--- src/rtl/riscv_pkg.sv ---
// riscv_pkg: shared RV32I definitions for the decode stage and the ALU.
//   - XLEN_W          : datapath width (only 32 is supported)
//   - opcode / funct3 / funct7 encodings used by the decoder
//   - alu_op_t        : ALU operation selector (NOP encodes as zero)
//   - a_sel_t/b_sel_t : ALU operand source selects
//   - dec_t           : packed decoded command handed to execute
//   - imm_* helpers   : immediate extraction per instruction format
package riscv_pkg;

  localparam int XLEN_W = 32;

  // Major opcodes
  localparam logic [6:0] OPC_LUI    = 7'b0110111;
  localparam logic [6:0] OPC_AUIPC  = 7'b0010111;
  localparam logic [6:0] OPC_JAL    = 7'b1101111;
  localparam logic [6:0] OPC_JALR   = 7'b1100111;
  localparam logic [6:0] OPC_BRANCH = 7'b1100011;
  localparam logic [6:0] OPC_LOAD   = 7'b0000011;
  localparam logic [6:0] OPC_STORE  = 7'b0100011;
  localparam logic [6:0] OPC_OP_IMM = 7'b0010011;
  localparam logic [6:0] OPC_OP     = 7'b0110011;

  // funct3 for OP / OP-IMM
  localparam logic [2:0] F3_ADD  = 3'b000;
  localparam logic [2:0] F3_SLL  = 3'b001;
  localparam logic [2:0] F3_SLT  = 3'b010;
  localparam logic [2:0] F3_SLTU = 3'b011;
  localparam logic [2:0] F3_XOR  = 3'b100;
  localparam logic [2:0] F3_SR   = 3'b101;
  localparam logic [2:0] F3_OR   = 3'b110;
  localparam logic [2:0] F3_AND  = 3'b111;

  // funct3 for loads
  localparam logic [2:0] F3_LB  = 3'b000;
  localparam logic [2:0] F3_LH  = 3'b001;
  localparam logic [2:0] F3_LW  = 3'b010;
  localparam logic [2:0] F3_LBU = 3'b100;
  localparam logic [2:0] F3_LHU = 3'b101;

  // funct3 for stores
  localparam logic [2:0] F3_SB = 3'b000;
  localparam logic [2:0] F3_SH = 3'b001;
  localparam logic [2:0] F3_SW = 3'b010;

  // funct3 for branches
  localparam logic [2:0] F3_BEQ  = 3'b000;
  localparam logic [2:0] F3_BNE  = 3'b001;
  localparam logic [2:0] F3_BLT  = 3'b100;
  localparam logic [2:0] F3_BGE  = 3'b101;
  localparam logic [2:0] F3_BLTU = 3'b110;
  localparam logic [2:0] F3_BGEU = 3'b111;

  // funct7
  localparam logic [6:0] F7_BASE = 7'b0000000;
  localparam logic [6:0] F7_ALT  = 7'b0100000;

  typedef enum logic [3:0] {
    ALU_NOP  = 4'd0,
    ALU_ADD  = 4'd1,
    ALU_SLL  = 4'd2,
    ALU_SLT  = 4'd3,
    ALU_SLTU = 4'd4,
    ALU_XOR  = 4'd5,
    ALU_SRL  = 4'd6,
    ALU_SRA  = 4'd7,
    ALU_OR   = 4'd8,
    ALU_AND  = 4'd9
  } alu_op_t;

  typedef enum logic [1:0] {
    A_RS1  = 2'd0,
    A_PC   = 2'd1,
    A_ZERO = 2'd2
  } a_sel_t;

  typedef enum logic {
    B_RS2 = 1'b0,
    B_IMM = 1'b1
  } b_sel_t;

  typedef struct packed {
    logic [XLEN_W-1:0] pc;
    logic [XLEN_W-1:0] imm;
    logic [4:0]        rs1;
    logic [4:0]        rs2;
    logic [4:0]        rd;
    alu_op_t           alu_op;
    a_sel_t            a_sel;
    b_sel_t            b_sel;
    logic              b_neg;
    logic              shift;
    logic              rd_we;
    logic              mem_rd;
    logic              mem_wr;
    logic [2:0]        funct3;
    logic              branch;
    logic              jump;
    logic              illegal;
  } dec_t;

  function automatic logic [XLEN_W-1:0] imm_i(input logic [31:0] instr);
    return {{20{instr[31]}}, instr[31:20]};
  endfunction

  function automatic logic [XLEN_W-1:0] imm_s(input logic [31:0] instr);
    return {{20{instr[31]}}, instr[31:25], instr[11:7]};
  endfunction

  function automatic logic [XLEN_W-1:0] imm_b(input logic [31:0] instr);
    return {{19{instr[31]}}, instr[31], instr[7], instr[30:25], instr[11:8], 1'b0};
  endfunction

  function automatic logic [XLEN_W-1:0] imm_u(input logic [31:0] instr);
    return {instr[31:12], 12'b0};
  endfunction

  function automatic logic [XLEN_W-1:0] imm_j(input logic [31:0] instr);
    return {{11{instr[31]}}, instr[31], instr[19:12], instr[20], instr[30:21], 1'b0};
  endfunction

  // Shift amounts are zero-extended; execute masks b to 5 bits anyway.
  function automatic logic [XLEN_W-1:0] imm_shamt(input logic [31:0] instr);
    return {{(XLEN_W-5){1'b0}}, instr[24:20]};
  endfunction

endpackage

--- src/rtl/rv32i_decoder.sv ---
// rv32i_decoder: purely combinational RV32I instruction decoder.
//   instr_i : raw 32-bit instruction
//   pc_i    : address of the instruction, carried into the command
//   dec_o   : decoded command (riscv_pkg::dec_t)
// Register index fields are only populated when the format uses them, and
// funct3 is only carried for loads, stores and branches, so execute and
// hazard logic never see stale immediate bits as register numbers.
module rv32i_decoder
  import riscv_pkg::*;
(
  input  logic [XLEN_W-1:0] instr_i,
  input  logic [XLEN_W-1:0] pc_i,
  output dec_t              dec_o
);

  logic [6:0] opcode;
  logic [2:0] funct3;
  logic [6:0] funct7;
  logic [4:0] rd_f;
  logic [4:0] rs1_f;
  logic [4:0] rs2_f;

  assign opcode = instr_i[6:0];
  assign rd_f   = instr_i[11:7];
  assign funct3 = instr_i[14:12];
  assign rs1_f  = instr_i[19:15];
  assign rs2_f  = instr_i[24:20];
  assign funct7 = instr_i[31:25];

  dec_t dec_c;
  logic writes_rd;
  logic illegal;

  always_comb begin
    dec_c     = '0;
    dec_c.pc  = pc_i;
    writes_rd = 1'b0;
    illegal   = 1'b0;

    case (opcode)
      OPC_LUI: begin
        dec_c.rd     = rd_f;
        dec_c.imm    = imm_u(instr_i);
        dec_c.alu_op = ALU_ADD;
        dec_c.a_sel  = A_ZERO;
        dec_c.b_sel  = B_IMM;
        writes_rd    = 1'b1;
      end

      OPC_AUIPC: begin
        dec_c.rd     = rd_f;
        dec_c.imm    = imm_u(instr_i);
        dec_c.alu_op = ALU_ADD;
        dec_c.a_sel  = A_PC;
        dec_c.b_sel  = B_IMM;
        writes_rd    = 1'b1;
      end

      // ALU forms the jump target pc+imm; the link value is execute's job.
      OPC_JAL: begin
        dec_c.rd     = rd_f;
        dec_c.imm    = imm_j(instr_i);
        dec_c.alu_op = ALU_ADD;
        dec_c.a_sel  = A_PC;
        dec_c.b_sel  = B_IMM;
        dec_c.jump   = 1'b1;
        writes_rd    = 1'b1;
      end

      OPC_JALR: begin
        dec_c.rd     = rd_f;
        dec_c.rs1    = rs1_f;
        dec_c.imm    = imm_i(instr_i);
        dec_c.alu_op = ALU_ADD;
        dec_c.a_sel  = A_RS1;
        dec_c.b_sel  = B_IMM;
        dec_c.jump   = 1'b1;
        writes_rd    = 1'b1;
      end

      // Branch comparison happens in execute using funct3; ALU stays idle.
      OPC_BRANCH: begin
        dec_c.rs1    = rs1_f;
        dec_c.rs2    = rs2_f;
        dec_c.imm    = imm_b(instr_i);
        dec_c.alu_op = ALU_NOP;
        dec_c.a_sel  = A_RS1;
        dec_c.b_sel  = B_RS2;
        dec_c.funct3 = funct3;
        dec_c.branch = 1'b1;
        case (funct3)
          F3_BEQ, F3_BNE, F3_BLT, F3_BGE, F3_BLTU, F3_BGEU: ;
          default: illegal = 1'b1;
        endcase
      end

      OPC_LOAD: begin
        dec_c.rd     = rd_f;
        dec_c.rs1    = rs1_f;
        dec_c.imm    = imm_i(instr_i);
        dec_c.alu_op = ALU_ADD;
        dec_c.a_sel  = A_RS1;
        dec_c.b_sel  = B_IMM;
        dec_c.funct3 = funct3;
        dec_c.mem_rd = 1'b1;
        writes_rd    = 1'b1;
        case (funct3)
          F3_LB, F3_LH, F3_LW, F3_LBU, F3_LHU: ;
          default: illegal = 1'b1;
        endcase
      end

      OPC_STORE: begin
        dec_c.rs1    = rs1_f;
        dec_c.rs2    = rs2_f;
        dec_c.imm    = imm_s(instr_i);
        dec_c.alu_op = ALU_ADD;
        dec_c.a_sel  = A_RS1;
        dec_c.b_sel  = B_IMM;
        dec_c.funct3 = funct3;
        dec_c.mem_wr = 1'b1;
        case (funct3)
          F3_SB, F3_SH, F3_SW: ;
          default: illegal = 1'b1;
        endcase
      end

      OPC_OP_IMM: begin
        dec_c.rd    = rd_f;
        dec_c.rs1   = rs1_f;
        dec_c.imm   = imm_i(instr_i);
        dec_c.a_sel = A_RS1;
        dec_c.b_sel = B_IMM;
        writes_rd   = 1'b1;
        case (funct3)
          F3_ADD:  dec_c.alu_op = ALU_ADD;
          F3_SLT:  dec_c.alu_op = ALU_SLT;
          F3_SLTU: dec_c.alu_op = ALU_SLTU;
          F3_XOR:  dec_c.alu_op = ALU_XOR;
          F3_OR:   dec_c.alu_op = ALU_OR;
          F3_AND:  dec_c.alu_op = ALU_AND;
          F3_SLL: begin
            dec_c.alu_op = ALU_SLL;
            dec_c.shift  = 1'b1;
            dec_c.imm    = imm_shamt(instr_i);
            illegal      = (funct7 != F7_BASE);
          end
          default: begin  // F3_SR
            dec_c.shift = 1'b1;
            dec_c.imm   = imm_shamt(instr_i);
            if (funct7 == F7_BASE)     dec_c.alu_op = ALU_SRL;
            else if (funct7 == F7_ALT) dec_c.alu_op = ALU_SRA;
            else                       illegal      = 1'b1;
          end
        endcase
      end

      OPC_OP: begin
        dec_c.rd    = rd_f;
        dec_c.rs1   = rs1_f;
        dec_c.rs2   = rs2_f;
        dec_c.a_sel = A_RS1;
        dec_c.b_sel = B_RS2;
        writes_rd   = 1'b1;
        case (funct3)
          // SUB is ADD with execute negating b.
          F3_ADD: begin
            dec_c.alu_op = ALU_ADD;
            if (funct7 == F7_ALT)       dec_c.b_neg = 1'b1;
            else if (funct7 != F7_BASE) illegal     = 1'b1;
          end
          F3_SR: begin
            dec_c.shift = 1'b1;
            if (funct7 == F7_BASE)     dec_c.alu_op = ALU_SRL;
            else if (funct7 == F7_ALT) dec_c.alu_op = ALU_SRA;
            else                       illegal      = 1'b1;
          end
          default: begin
            case (funct3)
              F3_SLL:  begin dec_c.alu_op = ALU_SLL; dec_c.shift = 1'b1; end
              F3_SLT:  dec_c.alu_op = ALU_SLT;
              F3_SLTU: dec_c.alu_op = ALU_SLTU;
              F3_XOR:  dec_c.alu_op = ALU_XOR;
              F3_OR:   dec_c.alu_op = ALU_OR;
              default: dec_c.alu_op = ALU_AND;
            endcase
            illegal = (funct7 != F7_BASE);
          end
        endcase
      end

      default: illegal = 1'b1;
    endcase

    // Writes to x0 are architecturally discarded; don't request them.
    dec_c.rd_we = writes_rd & (rd_f != 5'd0);

    // An illegal encoding keeps only its pc so the trap handler can report it.
    if (illegal) begin
      dec_c         = '0;
      dec_c.pc      = pc_i;
      dec_c.illegal = 1'b1;
    end

    dec_o = dec_c;
  end

endmodule

--- src/rtl/decode_stage.sv ---
// decode_stage: RV32I decode pipeline stage feeding the ALU/execute stage.
//   clk, rst_n      : clock (rising edge), asynchronous active-low reset
//   flush_i         : drop all buffered commands (branch redirect)
//   in_valid_i/in_ready_o, in_instr_i, in_pc_i : fetch handshake
//   out_valid_o/out_ready_i, out_dec_o         : command handshake to execute
// Each instruction is decoded combinationally on entry and registered into
// a 2-entry skid buffer (head + skid). in_ready_o depends only on the
// occupancy register, so there is no combinational path from out_ready_i
// back to the fetch side, while throughput remains one command per cycle.
module decode_stage
  import riscv_pkg::*;
#(
  parameter int XLEN = XLEN_W  // only 32 is supported
) (
  input  logic            clk,
  input  logic            rst_n,
  input  logic            flush_i,
  input  logic            in_valid_i,
  output logic            in_ready_o,
  input  logic [XLEN-1:0] in_instr_i,
  input  logic [XLEN-1:0] in_pc_i,
  output logic            out_valid_o,
  input  logic            out_ready_i,
  output dec_t            out_dec_o
);

  typedef enum logic [1:0] {
    EMPTY = 2'd0,
    ONE   = 2'd1,
    TWO   = 2'd2
  } occ_t;

  occ_t state_q, state_d;
  dec_t head_q, head_d;
  dec_t skid_q, skid_d;
  dec_t dec_c;

  logic in_xfer;
  logic out_xfer;

  rv32i_decoder u_decoder (
    .instr_i (in_instr_i),
    .pc_i    (in_pc_i),
    .dec_o   (dec_c)
  );

  assign in_ready_o  = (state_q != TWO);
  assign out_valid_o = (state_q != EMPTY);
  assign out_dec_o   = head_q;

  assign in_xfer  = in_valid_i & in_ready_o;
  assign out_xfer = out_valid_o & out_ready_i;

  always_ff @(posedge clk or negedge rst_n) begin
    if (!rst_n) begin
      state_q <= EMPTY;
      head_q  <= '0;
      skid_q  <= '0;
    end else begin
      state_q <= state_d;
      head_q  <= head_d;
      skid_q  <= skid_d;
    end
  end

  always_comb begin
    state_d = state_q;
    head_d  = head_q;
    skid_d  = skid_q;

    // Flush wins over any transfer; the data registers are simply left
    // stale since out_valid_o masks them.
    if (flush_i) begin
      state_d = EMPTY;
    end else begin
      case (state_q)
        EMPTY: begin
          if (in_xfer) begin
            head_d  = dec_c;
            state_d = ONE;
          end
        end
        ONE: begin
          case ({in_xfer, out_xfer})
            2'b11: head_d = dec_c;
            2'b10: begin
              skid_d  = dec_c;
              state_d = TWO;
            end
            2'b01: state_d = EMPTY;
            default: ;
          endcase
        end
        TWO: begin
          // in_ready_o is low here, so only the drain side can move.
          if (out_xfer) begin
            head_d  = skid_q;
            state_d = ONE;
          end
        end
        default: state_d = EMPTY;
      endcase
    end
  end

endmodule

--- config.mk ---
export PLATFORM = sky130hd
export DESIGN_NAME = decode_stage
export DESIGN_NICKNAME = d
export VERILOG_FILES = /design/src/rtl/riscv_pkg.sv /design/src/rtl/rv32i_decoder.sv /design/src/rtl/decode_stage.sv
export SDC_FILE = /design/constraint.sdc
export NUM_CORES = 1
export LEC_CHECK = 0
export ABC_CLOCK_PERIOD_IN_PS = 2900
export CAP_MARGIN = 15
export CORE_ASPECT_RATIO = 0.7
export CORE_MARGIN = 2
export CORE_UTILIZATION = 58
export CTS_CLUSTER_DIAMETER = 150
export CTS_CLUSTER_SIZE = 10
export DETAILED_ROUTE_END_ITERATION = 8
export PLACE_DENSITY = 0.94
export REMOVE_ABC_BUFFERS = 1
export SYNTH_ARGS = -nofsm -noshare
export SYNTH_HDL_FRONTEND = slang
export SYNTH_HIERARCHICAL = 1
export SYNTH_SLANG_ARGS = --single-unit
--- constraint.sdc ---
create_clock -name clk -period 2.9 [get_ports clk]
set_clock_uncertainty 0.15 [all_clocks]
set_input_delay 0.58 -clock clk [delete_from_list [all_inputs] [get_ports clk]]
set_output_delay 0.58 -clock clk [all_outputs]
set_load 0.005 [all_outputs]
==> results.md, run 1 <==
* Outcome: finished, final reports clean
* Data arrival time of the critical path at 2.89 ns
* RePlAce Congestion at about 0.9
* Netlist area before placement at 10100 um2
* Required time at the worst-slack endpoint at 3.07 ns
* Pwr per Cell Area at 507 nW/um2
* Crit-path cells: clkdlybuf4s50_1 -> nor2_1 -> o21a_1 -> o31ai_1 -> buf_4 -> nor3_1 -> and2_1 -> mux2_2 -> mux2_2
* Post-detailed-route via-to-cell ratio at 5.64
* Effective utilization at floorplan at 59.1%
* Post-placement cell count at 1180
* Fraction of the cycle the final worst path needs at between 90% and 100%
* Count of mapped cells out of synthesis at 771
* Top cells by instance count after synthesis: mux2_2 (261), dfrtp_1 (196), buf_4 (41)
* Post-CTS clock slew at the launch and capture registers of the worst setup and hold paths at 0.07 ns
* HPWL after detailed placement at between 15 and 20 mm
* Die boundary width at 162 um
* Peak supply drop at 0.391 mV
* RSZ-0062 raised after global routing: false
* Nature of the critical path endpoint: flip-flop
* Setup Crit Path Kind: in2reg
* Clk sinks at 196
* Sum of negative setup slack at 0 ns
* Min-delay worst type: in2async
* Startpoint types: primary input
* Number of buffers added on ports at 167
* Min Clock Period, post-route at 2.72 ns
* Util after Layout at between 70 and 80%
* Fin cells at 1211
* CP peak stage delay at about 0.6 ns
* EDFF count, synth at 0
* Max-slew violation count at 0
* Post-synth ARST share at 100%
* TritonCTS clock tree: built
* Setup slack after layout at around 0.18 ns
* Number of buffers added for setup after CTS at 0
* Slew headroom at 59.1%
* Initial antenna violation count at 0
* Largest fanout of any net on the critical path at 6
* Slowest cell on crit path: clkdlybuf4s50_1
* Pre-antenna DRT Iters at 5
* Total number of nets in the final design at roughly 1000
* Final-layout worst hold slack at roughly 0.013 ns
* Number of buffers added by the clock tree synthesis step at 17
* Number of instances resized during post-cts repair at 0
* Share of Yosys cell area claimed by the top area cell type at 48.6%
* Hold bufs inserted after CTS at 0
* Top-level port count at 168
* Most repeated cell in the gate-level netlist after synthesis: mux2_2
* Number of diodes at 0
* 1st-iter DRT viols at between 400 and 500
* Global-route wire length before repair at 39.0 mm
* GRT overflow at 0
* MaxCap Viol Count at 0
* Number of different library cells in the post-synthesis netlist at 58
* CP top delay family: buffers and inverters
* Cell Rows at 40
* Count of yosys warnings during synthesis at 6
* Flop and latch count out of synthesis at 196
* Number of routed nets with antenna violations at 0
* Maximum buffer depth of the clock tree at 2
* Clk root buf: clkbuf_16
* Overall track demand over capacity in global routing at a little over a quarter
* Mean Syn Cell Area at 13.1 um2
* Number of global-route vias before repair at 7213
* Placeable core area at around 17000 um2
* Leading post-synthesis cells by cell area: dfrtp_1 (49%), mux2_2 (29%), mux2_1 (3.5%), buf_4 (3.1%), a21oi_2 (1.9%)
* Total buffers and inverters traversed by the critical path at 2
* Layout-stage area growth over the synthesis result at 29.2%
* Via total after detailed routing at 6827
* Wirelength per Cell at between 20 and 25 um
* Pleak at 5.87 nW
* Most area-hungry cell type in the Yosys netlist: dfrtp_1
* Total Wirelength at 24.4 mm
* Final-report setup violation count at 0
* Largest net degree at the start of global routing at 71
* Actual slew at the worst max-slew pin at 0.614 ns
* Multi-input combinational cell area at around 4600 um2
* Share of layout cells above drive strength 1 at 43.5%
* Maximum clock rate at ~370 MHz
* Top cell by count, worst path: mux2_2
* Sequential cell area fraction in the yosys report at 48.6%
* Area of the die at between 15000 and 20000 um2
* Count of fill cells added during filler insertion at 1110
* Number of hold violations in the final report at 0
* Storage cell area at between 4000 and 5000 um2
* Die Ht at 114 um
* Post-placement worst setup slack at -0.239 ns
* Skew-Pair Late Insertion Delay at 0.43 ns
* Detailed-route DRC error count at 0
* Most common flop cell mapped by yosys: dfrtp_1
* H-tree depth reported by CTS at 4
## final timing paths
check | slack, ns | startpoint | end | cells after the start
max in group asynchronous | 1.79 | rst_n | skid_q[28] | 2
worst max register to register | 0.65 | state_q[1] | out_dec_o[8] | 5
worst max-delay path | 0.18 | in_instr_i[12] | out_dec_o[7] | 9
worst min-delay path | 0.01 | rst_n | out_dec_o[7] | 1
min in group clk | 0.33 | skid_q[93] | skid_q[93] | 1
worst min register to register | 0.33 | skid_q[93] | skid_q[93] | 1
## through the flow
| stage | cell area (um2) | power (mW) |
|---|---|---|
| after floorplan | 9500 | 3.49 |
| after global placement | 12400 | 4.03 |
| after detailed placement | 12400 | 4.09 |
| after CTS | 13000 | 6.66 |
| after global routing | 13000 | 6.86 |
| final | 13000 | 6.61 |
## layer usage
metal | wire [um] | global-route usage (%) | vias up | share of wire [%]
li1 | - | - | 3129 | -
met1 | 11000 | 37.8 | 3469 | 45
met2 | 11500 | 43.8 | 205 | 47
met3 | 1490 | 7.24 | 24 | 6.1
met4 | 335 | 6.96 | 0 | 1.4
met5 | 0 | 0 | - | 0
## final cells by class
class / instances / share of cell area, %
Sequential cell: 196 / 37.6
Inverter: 7 / 0.202
Tap cell: 231 / 2.22
Multi-Input combinational cell: 488 / 35.3
Timing Repair Buffer: 258 / 19.7
Clock inverter: 11 / 1.34
Clock buffer: 20 / 3.58
## flip-flops by register name, summed over array words and instances, names as in the netlist
name       cells
out_dec_o     97
skid_q        97
state_q        2
## kinds of logic (layout without fill, tap and decap cells)
| logic type | Yosys count | in the layout | synth area share, % |
|---|---|---|---|
| DFF | 196 | 196 | 48.6 |
| AOI/OAI and AO/OA | 64 | 64 | 4.89 |
| buffers and inverters | 87 | 296 | 6.02 |
| xor gates and xnor gates | 2 | 2 | 0.174 |
| muxes | 292 | 292 | 32.6 |
| and+or+nand+nor | 130 | 130 | 7.68 |
## cell usage in the layout, fill, tap and decap left out, drive strengths merged, types with 7 or more instances in the layout
cell,Yosys,final
nand2,35,35
and2,12,12
nor4,7,7
nor3,7,7
mux2,292,292
a21oi,32,32
and3,18,18
nand3,7,7
clkbuf,4,21
dfrtp,196,196
nor2,16,16
inv,6,7
clkdlybuf4s50,0,166
buf,76,91
## report_power, final
part | switching (mW) | leakage (nW) | internal (mW)
Combinational | 0.379 | 2.96 | 0.568
Sequential | 0.122 | 2.60 | 2.97
Clock | 1.05 | 0.314 | 1.52
Total | 1.55 | 5.87 | 5.05
No activity file was read; power rests on OpenSTA's default activity.
==> run 2, diff against run 1 <==
--- a/config.mk
+++ b/config.mk
@@ -13,8 +13,10 @@
 export CTS_CLUSTER_DIAMETER = 150
 export CTS_CLUSTER_SIZE = 10
 export DETAILED_ROUTE_END_ITERATION = 8
+export HOLD_SLACK_MARGIN = 0.12
 export PLACE_DENSITY = 0.94
 export REMOVE_ABC_BUFFERS = 1
+export SLEW_MARGIN = 40
 export SYNTH_ARGS = -nofsm -noshare
 export SYNTH_HDL_FRONTEND = slang
 export SYNTH_HIERARCHICAL = 1
==> run 2 against run 1 <==
  * Sequential power hardly changed
  * Sequential share of layout area hardly changed
  * Clock-buffer cell count stayed put
  * Final area hardly changed
  * Critical path type unchanged
==> results.md, run 2 (same netlist as run 1, synthesis figures left out) <==
* Nature of the critical path endpoint: flip-flop
* Number of diodes at 0
* Min-delay worst type: reg2reg
* Setup slack after layout at 0.152 ns
* Post-detailed-route via-to-cell ratio at ~5.7
* Met1 wire length at 11.0 mm
* Cell Rows at 40
* Top layer reached by signal wires: met4
* Count of fill cells added during filler insertion at 1109
* Skew-Pair Late Insertion Delay at 0.43 ns
* Min Clock Period, post-route at ~2.7 ns
* 1st-iter DRT viols at between 400 and 500
* GRT overflow at 0
* Pre-antenna DRT Iters at 5
* Fin cells at 1212
* Die Ht at 114 um
* Post-placement worst setup slack at -0.239 ns
* RePlAce Congestion at 0.905
* Number of global-route vias before repair at 7213
* Startpoint types: primary input
* Max-slew violation count at 0
* Placeable core area at 17100 um2
* Clk sinks at 196
* Actual slew at the worst max-slew pin at 0.616 ns
* Area of the die at roughly 18000 um2
* Largest net degree at the start of global routing at 71
* Layout-stage area growth over the synthesis result at 29.3%
* Met2 layer wire length in the routed design at 11.6 mm
* Share of layout cells above drive strength 1 at a little over two fifths
* Most common cell after layout, fill and taps aside: mux2_2
* Number of routed nets with antenna violations at 0
* Clk root buf: clkbuf_16
* Number of hold violations in the final report at 0
* Slew headroom at 59.0%
* Total Wirelength at 24.4 mm
* MaxCap Viol Count at 0
* Via total after detailed routing at a little under 7000
* Maximum buffer depth of the clock tree at 2
* Wirelength per Cell at ~20 um
* TritonCTS clock tree: built
* RSZ-0062 raised after global routing: false
* H-tree depth reported by CTS at 4
* Fraction of the cycle the final worst path needs at 94.8%
* Pwr per Cell Area at approximately 510 nW/um2
* Outcome: finished, final reports clean
* Pleak at 5.88 nW
* Initial antenna violation count at 0
* Die boundary width at about 160 um
* Commonest cells after routing, fill and taps aside: mux2_2 (261), dfrtp_1 (196), clkdlybuf4s50_1 (166)
* Total number of nets in the final design at 1038
* Length of routed met3 wiring at ~1.4 mm
* Number of buffers added by the clock tree synthesis step at 17
* Top-level port count at around 170
* Maximum clock rate at approximately 360 MHz
* Data arrival time of the critical path at between 2 and 3 ns
* HPWL after detailed placement at 17.3 mm
* Number of buffers added on ports at 167
* Required time at the worst-slack endpoint at 3.07 ns
* Final-report setup violation count at 0
* Instance area after placement at ~12000 um2
* Final-layout worst hold slack at about 0.33 ns
* Post-placement cell count at 1180
* Global-route wire length before repair at 39.0 mm
* Largest fanout of any net on the critical path at 6
* Util after Layout at 76.4%
* Overall track demand over capacity in global routing at 27.5%
* Setup Crit Path Kind: in2reg
* Post-route design area at around 13000 um2
* Peak supply drop at 0.391 mV
* Post-CTS clock slew at the launch and capture registers of the worst setup and hold paths at 0.07 ns
* Effective utilization at floorplan at 59.1%
* Detailed-route DRC error count at 0
run 2: cell types whose count changed in the layout (fill, tap and decap cells not counted), sizes merged:
cell | previous run | this run
dlygate4sd3 | 0 | 1
run 2: report_power, final:
group | switching, mW | total [mW] | internal (mW)
Clock | 1.05 | 2.56 | 1.52
Sequential | 0.122 | 3.09 | 2.97
Combinational | 0.379 | 0.949 | 0.569
run 2: cell type report:
type	count	area, um2	share of cell area (%)
Tap cell	231	289	2.22
Multi-Input combinational cell	488	4590	35.2
Clock inverter	11	175	1.34
Sequential cell	196	4900	37.6
Inverter	7	26.3	0.202
Timing Repair Buffer	259	2580	19.8
Clock buffer	20	467	3.58
run 2: stage by stage:
step / power (mW) / TNS (ns)
3_3_place_gp: 4.03 / -7.38
5_1_grt: 6.86 / 0
3_5_place_dp: 4.09 / -10.09
4_1_cts: 6.66 / 0
6_report: 6.60 / 0
2_1_floorplan: 3.49 / -520.68
run 2: timing repair:
| item | in CTS | in global routing |
|---|---|---|
| hold endpoints to repair | 66 | 0 |
| resized for setup | 0 | 0 |
| hold buffers | 1 | 0 |
| buffers inserted | 0 | 0 |
run 2: worst paths after layout:
kind / startpoint / end / slack, ns / cells past startpoint
max in group asynchronous: rst_n / skid_q[28] / 1.22 / 3
setup reg to reg: state_q[1] / out_dec_o[8] / 0.64 / 5
setup / recovery: in_instr_i[12] / out_dec_o[7] / 0.15 / 9
min in group asynchronous: rst_n / out_dec_o[7] / 0.58 / 2
hold / removal: skid_q[93] / skid_q[93] / 0.33 / 1
hold reg to reg: skid_q[93] / skid_q[93] / 0.33 / 1
run 2: per-layer routing:
| layer | track usage [%] | up-vias |
|---|---|---|
| met4 | 6.96 | 0 |
| met1 | 37.8 | 3502 |
| met5 | 0 | - |
| li1 | - | 3138 |
| met3 | 7.24 | 25 |
| met2 | 43.8 | 195 |
run 2: critical path, stage by stage:
cell and delay (ns):
clkdlybuf4s50_1 0.61, nor2_1 0.10, o21a_1 0.22, o31ai_1 0.46
buf_4 0.21, nor3_1 0.04, and2_1 0.17, mux2_2 0.27
mux2_2 0.26
